### config.mk
export PLATFORM = sky130hd
export DESIGN_NAME = fft_reorder_ctrl_flat
export DESIGN_NICKNAME = d
export VERILOG_FILES = /design/src/rtl/fft_reorder_ctrl_if.sv /design/src/rtl/fft_reorder_ctrl.sv /design/src/flat_wrapper.sv
export SDC_FILE = /design/constraint.sdc
export NUM_CORES = 1
export LEC_CHECK = 0
export CELL_PAD_IN_SITES_DETAIL_PLACEMENT = 1
export CELL_PAD_IN_SITES_GLOBAL_PLACEMENT = 2
export CORE_AREA = 3 3 77 79
export CTS_CLUSTER_DIAMETER = 40
export DETAILED_ROUTE_END_ITERATION = 10
export DIE_AREA = 0 0 80 82
export PLACE_DENSITY = 0.73
export SLEW_MARGIN = 20
export SYNTH_ARGS = -nofsm -noshare
export SYNTH_HDL_FRONTEND = slang
export SYNTH_SLANG_ARGS = --single-unit
### constraint.sdc
create_clock -name clk -period 6.67 [get_ports clk]
set_clock_uncertainty 0.2 [all_clocks]
set_input_delay 0.667 -clock clk [delete_from_list [all_inputs] [get_ports clk]]
set_output_delay 0.667 -clock clk [all_outputs]
set_load 0.005 [all_outputs]
### src/rtl/fft_reorder_ctrl_if.sv
// ----------------------------------------------------------------------------
// fft_reorder_ctrl_if
//
// Bundles the sample-stream handshakes and the bank control lines of the
// ping-pong reorder controller.
//
//   in_valid / in_sop / in_ready   : upstream sample stream (valid/ready)
//   w_en0 / w_en1 / w_addr         : write port of bank 0 / bank 1
//   r_en0 / r_en1 / r_addr         : read port of bank 0 / bank 1
//   out_sel                        : output mux select (bank being drained)
//   out_valid / out_ready/out_last : downstream sample stream (valid/ready)
//   frame_err                      : one-cycle pulse, misaligned in_sop
//   frames_out                     : count of fully drained groups
//
// Modports:
//   slave  : the controller itself
//   master : the environment (upstream source, downstream sink, banks)
// ----------------------------------------------------------------------------
interface fft_reorder_ctrl_if #(
    parameter int ADDR_W = 3,
    parameter int CNT_W  = 16
);
    logic              in_valid;
    logic              in_sop;
    logic              in_ready;
    logic              w_en0;
    logic              w_en1;
    logic [ADDR_W-1:0] w_addr;
    logic              r_en0;
    logic              r_en1;
    logic [ADDR_W-1:0] r_addr;
    logic              out_sel;
    logic              out_valid;
    logic              out_ready;
    logic              out_last;
    logic              frame_err;
    logic [CNT_W-1:0]  frames_out;

    modport slave (
        input  in_valid,
        input  in_sop,
        input  out_ready,
        output in_ready,
        output w_en0,
        output w_en1,
        output w_addr,
        output r_en0,
        output r_en1,
        output r_addr,
        output out_sel,
        output out_valid,
        output out_last,
        output frame_err,
        output frames_out
    );

    modport master (
        output in_valid,
        output in_sop,
        output out_ready,
        input  in_ready,
        input  w_en0,
        input  w_en1,
        input  w_addr,
        input  r_en0,
        input  r_en1,
        input  r_addr,
        input  out_sel,
        input  out_valid,
        input  out_last,
        input  frame_err,
        input  frames_out
    );
endinterface

### src/rtl/fft_reorder_ctrl.sv
// ----------------------------------------------------------------------------
// fft_reorder_ctrl
//
// Ping-pong sequencer for two 8-entry bit-reversal reorder banks at the
// output of the 64-point FFT radix stage. Incoming samples are written in
// natural order into the bank currently being filled; a filled bank is
// drained with natural read addresses (the bank applies the bit reversal
// internally). One bank fills while the other drains, sustaining one sample
// per cycle.
//
// Ports:
//   clk   : clock, all state changes on the rising edge
//   rst_n : synchronous active-low reset
//   bus   : fft_reorder_ctrl_if.slave, stream handshakes and bank controls
//
// Parameters:
//   ADDR_W : bank address width, only 3 (8-entry banks) is meaningful
//   CNT_W  : width of the drained-group counter (wraps)
// ----------------------------------------------------------------------------
module fft_reorder_ctrl #(
    parameter int ADDR_W = 3,
    parameter int CNT_W  = 16
) (
    input  logic                 clk,
    input  logic                 rst_n,
    fft_reorder_ctrl_if.slave    bus
);

    localparam logic [ADDR_W-1:0] ADDR_ZERO = {ADDR_W{1'b0}};
    localparam logic [ADDR_W-1:0] ADDR_ONE  = {{(ADDR_W-1){1'b0}}, 1'b1};
    localparam logic [ADDR_W-1:0] ADDR_LAST = {ADDR_W{1'b1}};
    localparam logic [CNT_W-1:0]  CNT_ZERO  = {CNT_W{1'b0}};
    localparam logic [CNT_W-1:0]  CNT_ONE   = {{(CNT_W-1){1'b0}}, 1'b1};

    // Bank pointers, occupancy and counters
    logic              wb_q,        wb_d;
    logic              rb_q,        rb_d;
    logic [1:0]        full_q,      full_d;
    logic [ADDR_W-1:0] wr_cnt_q,    wr_cnt_d;
    logic [ADDR_W-1:0] rd_cnt_q,    rd_cnt_d;
    logic              frame_err_q, frame_err_d;
    logic [CNT_W-1:0]  frames_q,    frames_d;

    // Handshake qualifiers
    logic in_ready_s;
    logic out_valid_s;
    logic wr_hs_s;
    logic rd_hs_s;
    logic misalign_s;
    logic wr_last_s;
    logic rd_last_s;

    // Handshake decode: a bank is writable while not full, readable once full.
    always_comb begin
        in_ready_s  = ~full_q[wb_q];
        out_valid_s = full_q[rb_q];
        wr_hs_s     = bus.in_valid & in_ready_s;
        rd_hs_s     = out_valid_s & bus.out_ready;
        // in_sop anywhere but address 0 restarts the group in the same bank
        misalign_s  = wr_hs_s & bus.in_sop & (wr_cnt_q != ADDR_ZERO);
        // A restart never completes a group, even when it lands at address 7
        wr_last_s   = wr_hs_s & ~misalign_s & (wr_cnt_q == ADDR_LAST);
        rd_last_s   = rd_hs_s & (rd_cnt_q == ADDR_LAST);
    end

    // Write-side next state: address counter and fill-bank pointer.
    always_comb begin
        wr_cnt_d = wr_cnt_q;
        wb_d     = wb_q;
        if (misalign_s) begin
            // The restarting sample occupies address 0, so continue from 1
            wr_cnt_d = ADDR_ONE;
        end else if (wr_last_s) begin
            wr_cnt_d = ADDR_ZERO;
            wb_d     = ~wb_q;
        end else if (wr_hs_s) begin
            wr_cnt_d = wr_cnt_q + ADDR_ONE;
        end else begin
            wr_cnt_d = wr_cnt_q;
        end
    end

    // Read-side next state: address counter, drain-bank pointer, group count.
    always_comb begin
        rd_cnt_d = rd_cnt_q;
        rb_d     = rb_q;
        frames_d = frames_q;
        if (rd_last_s) begin
            rd_cnt_d = ADDR_ZERO;
            rb_d     = ~rb_q;
            frames_d = frames_q + CNT_ONE;
        end else if (rd_hs_s) begin
            rd_cnt_d = rd_cnt_q + ADDR_ONE;
        end else begin
            rd_cnt_d = rd_cnt_q;
        end
    end

    // Occupancy next state. A fill and a drain completing together touch
    // different banks (the fill bank is empty, the drain bank is full), so
    // both updates apply independently.
    always_comb begin
        full_d = full_q;
        if (wr_last_s) begin
            full_d[wb_q] = 1'b1;
        end else begin
            full_d[wb_q] = full_q[wb_q];
        end
        if (rd_last_s) begin
            full_d[rb_q] = 1'b0;
        end else begin
            full_d[rb_q] = full_d[rb_q];
        end
    end

    // Misalignment flag is reported one cycle after the offending handshake.
    always_comb begin
        frame_err_d = misalign_s;
    end

    // State register with synchronous active-low reset.
    always_ff @(posedge clk) begin
        if (!rst_n) begin
            wb_q        <= 1'b0;
            rb_q        <= 1'b0;
            full_q      <= 2'b00;
            wr_cnt_q    <= ADDR_ZERO;
            rd_cnt_q    <= ADDR_ZERO;
            frame_err_q <= 1'b0;
            frames_q    <= CNT_ZERO;
        end else begin
            wb_q        <= wb_d;
            rb_q        <= rb_d;
            full_q      <= full_d;
            wr_cnt_q    <= wr_cnt_d;
            rd_cnt_q    <= rd_cnt_d;
            frame_err_q <= frame_err_d;
            frames_q    <= frames_d;
        end
    end

    // Bank controls are combinational so a write or a read takes effect in
    // the same cycle as its handshake; read enables follow out_valid alone
    // because bank reads are combinational.
    assign bus.in_ready   = in_ready_s;
    assign bus.w_en0      = wr_hs_s & ~wb_q;
    assign bus.w_en1      = wr_hs_s & wb_q;
    assign bus.w_addr     = misalign_s ? ADDR_ZERO : wr_cnt_q;
    assign bus.r_en0      = out_valid_s & ~rb_q;
    assign bus.r_en1      = out_valid_s & rb_q;
    assign bus.r_addr     = rd_cnt_q;
    assign bus.out_sel    = rb_q;
    assign bus.out_valid  = out_valid_s;
    assign bus.out_last   = out_valid_s & (rd_cnt_q == ADDR_LAST);
    assign bus.frame_err  = frame_err_q;
    assign bus.frames_out = frames_q;

endmodule

### src/flat_wrapper.sv
// flat-port wrapper written by rule: the top's interface ports become plain ports
module fft_reorder_ctrl_flat 
#(
    parameter int ADDR_W = 3,
    parameter int CNT_W  = 16
)
  (clk, rst_n, bus_in_valid, bus_in_sop, bus_out_ready, bus_in_ready, bus_w_en0, bus_w_en1, bus_w_addr, bus_r_en0, bus_r_en1, bus_r_addr, bus_out_sel, bus_out_valid, bus_out_last, bus_frame_err, bus_frames_out);
  fft_reorder_ctrl_if #(.ADDR_W(ADDR_W), .CNT_W(CNT_W)) bus_i ();
  input  logic clk;
  input  logic rst_n;
  input wire logic [$bits(bus_i.in_valid)-1:0] bus_in_valid;
  input wire logic [$bits(bus_i.in_sop)-1:0] bus_in_sop;
  input wire logic [$bits(bus_i.out_ready)-1:0] bus_out_ready;
  output wire logic [$bits(bus_i.in_ready)-1:0] bus_in_ready;
  output wire logic [$bits(bus_i.w_en0)-1:0] bus_w_en0;
  output wire logic [$bits(bus_i.w_en1)-1:0] bus_w_en1;
  output wire logic [$bits(bus_i.w_addr)-1:0] bus_w_addr;
  output wire logic [$bits(bus_i.r_en0)-1:0] bus_r_en0;
  output wire logic [$bits(bus_i.r_en1)-1:0] bus_r_en1;
  output wire logic [$bits(bus_i.r_addr)-1:0] bus_r_addr;
  output wire logic [$bits(bus_i.out_sel)-1:0] bus_out_sel;
  output wire logic [$bits(bus_i.out_valid)-1:0] bus_out_valid;
  output wire logic [$bits(bus_i.out_last)-1:0] bus_out_last;
  output wire logic [$bits(bus_i.frame_err)-1:0] bus_frame_err;
  output wire logic [$bits(bus_i.frames_out)-1:0] bus_frames_out;
  assign bus_i.in_valid = bus_in_valid;
  assign bus_i.in_sop = bus_in_sop;
  assign bus_i.out_ready = bus_out_ready;
  assign bus_in_ready = bus_i.in_ready;
  assign bus_w_en0 = bus_i.w_en0;
  assign bus_w_en1 = bus_i.w_en1;
  assign bus_w_addr = bus_i.w_addr;
  assign bus_r_en0 = bus_i.r_en0;
  assign bus_r_en1 = bus_i.r_en1;
  assign bus_r_addr = bus_i.r_addr;
  assign bus_out_sel = bus_i.out_sel;
  assign bus_out_valid = bus_i.out_valid;
  assign bus_out_last = bus_i.out_last;
  assign bus_frame_err = bus_i.frame_err;
  assign bus_frames_out = bus_i.frames_out;
  fft_reorder_ctrl #(.ADDR_W(ADDR_W), .CNT_W(CNT_W)) u_core (.clk(clk), .rst_n(rst_n), .bus(bus_i));
endmodule
# Word level (Yosys, flattened, before mapping)
# Cells that the tools add are included.
# W data, S select, Z words.
[totals] inputBits=5 ff_bits=27 rom_bits=0 output_inout_bits=31 latchBits=0 word_cells=62 n_memories=0 mem_bits_rw=0
[op_classes] reduce_logical=7 div=0 mul=0 bitwise=20 n_eq_ne=2 order_cmp=4 n_mux=18 n_shift=0 n_addsub=3
[op_table] operator="$add A16 B1 Y16 const B" count=1
[op_table] operator="$and A1 B1 Y1" count=12
[op_table] operator="$mux W1" count=11
[op_table] operator="$add A3 B1 Y3 const B" count=2
[op_table] operator="$eq A3 B3 Y1 const B" count=2
[op_table] operator="$reduce_bool A3 Y1" count=2
[op_table] operator="$not A1 Y1" count=5
[op_table] operator="$bwmux W2" count=2
[op_table] operator="$lt A1 B2 Y1 const B" count=2
[op_table] operator="$mux W2" count=2
[op_table] operator="$mux W3" count=1
[op_table] operator="$reduce_or A3 Y1" count=1
[op_table] operator="$and A2 B2 Y2" count=1
[op_table] operator="$demux W1 S1" count=2
[op_table] operator="$ge A1 B1 Y1 const B" count=2
[op_table] operator="$logic_and A1 B1 Y1" count=2
[op_table] operator="$not A2 Y2" count=1
[op_table] operator="$or A2 B2 Y2" count=1
[op_table] operator="$reduce_and A2 Y1" count=1
[op_table] operator="$reduce_or A2 Y1" count=1

# Logic depth before layout (Yosys ltp)
[logic_depth] ltp_word=14 ltp_mapped=6 ltp_nobuf=6

# Least setup slack after synthesis
# Ideal clock, no wire load.
[synth_path] path_kind="reg2reg" start="reg u_core.rd_cnt_q[0], in the netlist u_core.bus.r_addr[0]" end="reg u_core.frames_q[15], in the netlist u_core.bus.frames_out[15]" slack_ns=4.463 setup_ns=0.070 path_stages_with_launch=7 t_required_ns=6.400 synth_period_minus_slack_ns=2.207 n_path_buf=0 arrival_time_ns=1.936 path_cell_list="dfxtp_1 > ha_1 > ha_1 > nand2_1 > or4_4 > or4b_1 > a21oi_1"
[synth_via] elab_chain_cells=2
[synth_lines] item="from (decl)" line_no="fft_reorder_ctrl.sv:40" source="logic [ADDR_W-1:0] rd_cnt_q, rd_cnt_d;"
[synth_lines] item="from (signal assigned)" line_no="fft_reorder_ctrl.sv:136" source="rd_cnt_q <= rd_cnt_d;"
[synth_lines] item="$eq A3 B3 Y1" line_no="fft_reorder_ctrl.sv:63" source="rd_last_s = rd_hs_s & (rd_cnt_q == ADDR_LAST);"
[synth_lines] item="$and A1 B1 Y1" line_no="fft_reorder_ctrl.sv:63"
[synth_lines] item="to (signal assigned)" line_no="fft_reorder_ctrl.sv:138" source="frames_q <= frames_d;"
[synth_lines] item="to (decl)" line_no="fft_reorder_ctrl.sv:42" source="logic [CNT_W-1:0] frames_q, frames_d;"
# Every way passes these cells.
# A chain may end at the register's enable or synchronous reset.

# Final worst setup path
[layout_path] start="in bus_in_valid" end="out bus_w_addr[2]"
[layout_via] elab_chain_cells=4
[layout_lines] item="from (decl)" line_no="flat_wrapper.sv:11" source="input wire logic [$bits(bus_i.in_valid)-1:0] bus_in_valid;"
[layout_lines] item="$and A1 B1 Y1" line_no="fft_reorder_ctrl.sv:57" source="wr_hs_s = bus.in_valid & in_ready_s;"
[layout_lines] item="$and A1 B1 Y1 (2 in a row)" line_no="fft_reorder_ctrl.sv:60" source="misalign_s = wr_hs_s & bus.in_sop & (wr_cnt_q != ADDR_ZERO);"
[layout_lines] item="$mux W3" line_no="fft_reorder_ctrl.sv:148" source="assign bus.w_addr = misalign_s ? ADDR_ZERO : wr_cnt_q;"
[layout_lines] item="to (decl)" line_no="flat_wrapper.sv:17" source="output wire logic [$bits(bus_i.w_addr)-1:0] bus_w_addr;"
# Every way passes these cells.

==> out/qor.txt <==
status = finished, final reports clean
# setup viols final = 0
synth top area cells = dfxtp_1, ha_1, nand2_1
vias in the first global route = 1243
root buffer cell = clkbuf_8
Max rail drop VDD = 70.4 uV
I/O pins = 36
Mapped Avg Cell Area = 8.58 um2
Post-Syn Nets = 165
pin count of the biggest net entering global routing = 24
RSZ-0062 raised after global routing = no
Yosys Warn Count = 0
Die H = 82 um
share of cells above drive strength 1 = 3.70%
top-count cell post-synth = dfxtp_1
Hold WS = 0.279 ns
Final Max Slew Viols = 0
CTS Buffer Depth = 2
initial antenna violation count = 0
Worst Path Class, Setup = in2out
final WL = 3430 um
Async SR Flop Fraction = 0%
max frequency = 339 MHz
Final #Nets = 201
total track usage = 10.7%
critical path startpoint category = primary input
routed vias = 1233
Synth top cells by count = dfxtp_1, nand2_1, nor2_1, a21oi_1, o21ai_0
post-synth top area cell = dfxtp_1
Post-synth EDFFs = 0
TritonCTS clock tree = built
critical path peak fanout = 6
post_cts resized = 0
IO Port Bufs = 35
CTS Sinks = 27
CORE AREA = 5410 um2
R2R depth = 6
minimum clock period = 2.95 ns
hold buffers post-CTS = 0
Layout area overhead = 36.0%
Hold Path Class = reg2reg
Tightest Pin Transition = 0.736 ns
Rel. slew slack = 50.9%
Worst EP required = 5.80 ns
Util after Layout = 33.2%
DIE WIDTH = 80 um
Post-synth top flop = dfxtp_1
initial core utilization = 24.4%
Power Density = 158 nW/um2
H-tree lvl count = 1
mapped cell area = 1320 um2
Starting DRT DRC Count = 44
Hold Vio Cnt, Final = 0
Seq/Total Area, Yosys = 40.9%
WP data arrival = 2.08 ns
Netlist cell types = 36
Yosys top cell area share = 40.9%
Via-to-Cell Ratio = 4.72
crit path capture type = output port
std cell rows = 27
Setup TNS = 0 ns
clock transition at the registers of the reported paths = 0.11 ns
die footprint = 6560 um2
antenna-violating nets left = 0
Post-Synthesis Cells = 154
Tcrit/Tclk final = 44.2%
Final HPWL DP = 2540 um
GPL Wtd Cong = 0.758
grt total ovfl = 0
fillers = 660
hold path cells = 2
max-cap viol count = 0
Inserted Diodes = 0
Leak = 0.616 nW
global-route wire length before repair = 5640 um
Synth Register Bits = 27
clock latency on the worst-skew pair = 0.28 ns
postcts setup bufs = 0
drt pass-1 iters = 4
number of buffers created by CTS = 3
WL per Instance = 13.1 um
drt drc = 0
## cells in the final DEF (no fill, tap or decap), types with 2 or more instances in the layout
| master | count |
|---|---|
| and2_1 | 3 |
| clkbuf_8 | 3 |
| xnor2_1 | 7 |
| or3_1 | 7 |
| and4_1 | 2 |
| nand4b_1 | 2 |
| o21ai_0 | 8 |
| inv_1 | 6 |
| nor4b_1 | 2 |
| dfxtp_1 | 27 |
| mux2i_1 | 4 |
| nor3_1 | 2 |
| clkdlybuf4s50_1 | 35 |
| nand4_1 | 3 |
| nand2_1 | 17 |
| nor4_1 | 3 |
| a21oi_1 | 12 |
| xor2_1 | 2 |
| nand2b_1 | 3 |
| nand3_1 | 6 |
| nor2_1 | 14 |
| ha_1 | 6 |
## area by class of cell
type	count	area [um2]	area share, %
Multi-Input combinational cell	116	736	40.9
Sequential cell	27	541	30.1
Timing Repair Buffer	36	358	19.9
Tap cell	72	90.1	5.01
Clock buffer	3	41.3	2.30
Inverter	6	22.5	1.25
Clock inverter	1	8.76	0.487
## metrics by stage
step           worst slack [ns]  area, um2  power, mW  std cells
5_1_grt                    3.63       1800      0.296        261
3_5_place_dp               3.71       1750      0.185        257
3_3_place_gp               3.71       1750      0.185        257
6_report                   3.72       1800      0.283        261
4_1_cts                    3.71       1800      0.290        261
2_1_floorplan              4.46       1320      0.176        154
## power by group
part | internal, mW | switching [mW]
clock network | 0.0440 | 0.0581
logic | 0.00836 | 0.00928
registers | 0.162 | 0.00111
total | 0.215 | 0.0685
## path summary, 6_finish.rpt
kind                                     startpoint                                     end  slack [ns]
hold / removal    u_core.bus.r_addr[1]$_SDFFE_PP0P_       u_core.bus.r_addr[1]$_SDFFE_PP0P_        0.28
setup reg to reg  u_core.bus.r_addr[0]$_SDFFE_PP0P_  u_core.bus.frames_out[15]$_SDFFE_PN0P_        4.22
setup / recovery                       bus_in_valid                           bus_w_addr[2]        3.72
hold reg to reg   u_core.bus.r_addr[1]$_SDFFE_PP0P_       u_core.bus.r_addr[1]$_SDFFE_PP0P_        0.28
## critical path, cell delays in order
cell	delay, ns
clkdlybuf4s50_1	0.48
and2_1	0.23
a21boi_0	0.18
clkdlybuf4s50_1	0.52
## metal layers
| metal | track usage (%) | vias to the layer above | share of wire [%] |
|---|---|---|---|
| met5 | 0 | - | 0 |
| met4 | 4.56 | 0 | 1.7 |
| met3 | 1.97 | 5 | 4.2 |
| met2 | 20.0 | 26 | 48 |
| met1 | 11.9 | 586 | 46 |
| li1 | - | 616 | - |
## logic make-up (layout without fill, tap and decap cells)
group,after synthesis,after routing,share of synthesized area [%]
AND/OR/NAND/NOR,69,69,28.1
AO/OA/AOI/OAI,28,28,12.9
flip-flops,27,27,40.9
buffers and inverters,11,46,3.41
XOR/XNOR,9,9,5.97
adder cells (fa/ha/maj),6,6,5.68
multiplexers,4,4,3.03
## sequential cells by signal, indices dropped and copies added (netlist names)
name                   count
u_core.full_q              2
u_core.bus.frames_out     16
u_core.bus.frame_err       1
u_core.bus.out_sel         1
u_core.wb_q                1
u_core.bus.r_addr          3
u_core.wr_cnt_q            3
Note: power is estimated with default switching activity, not from simulation.
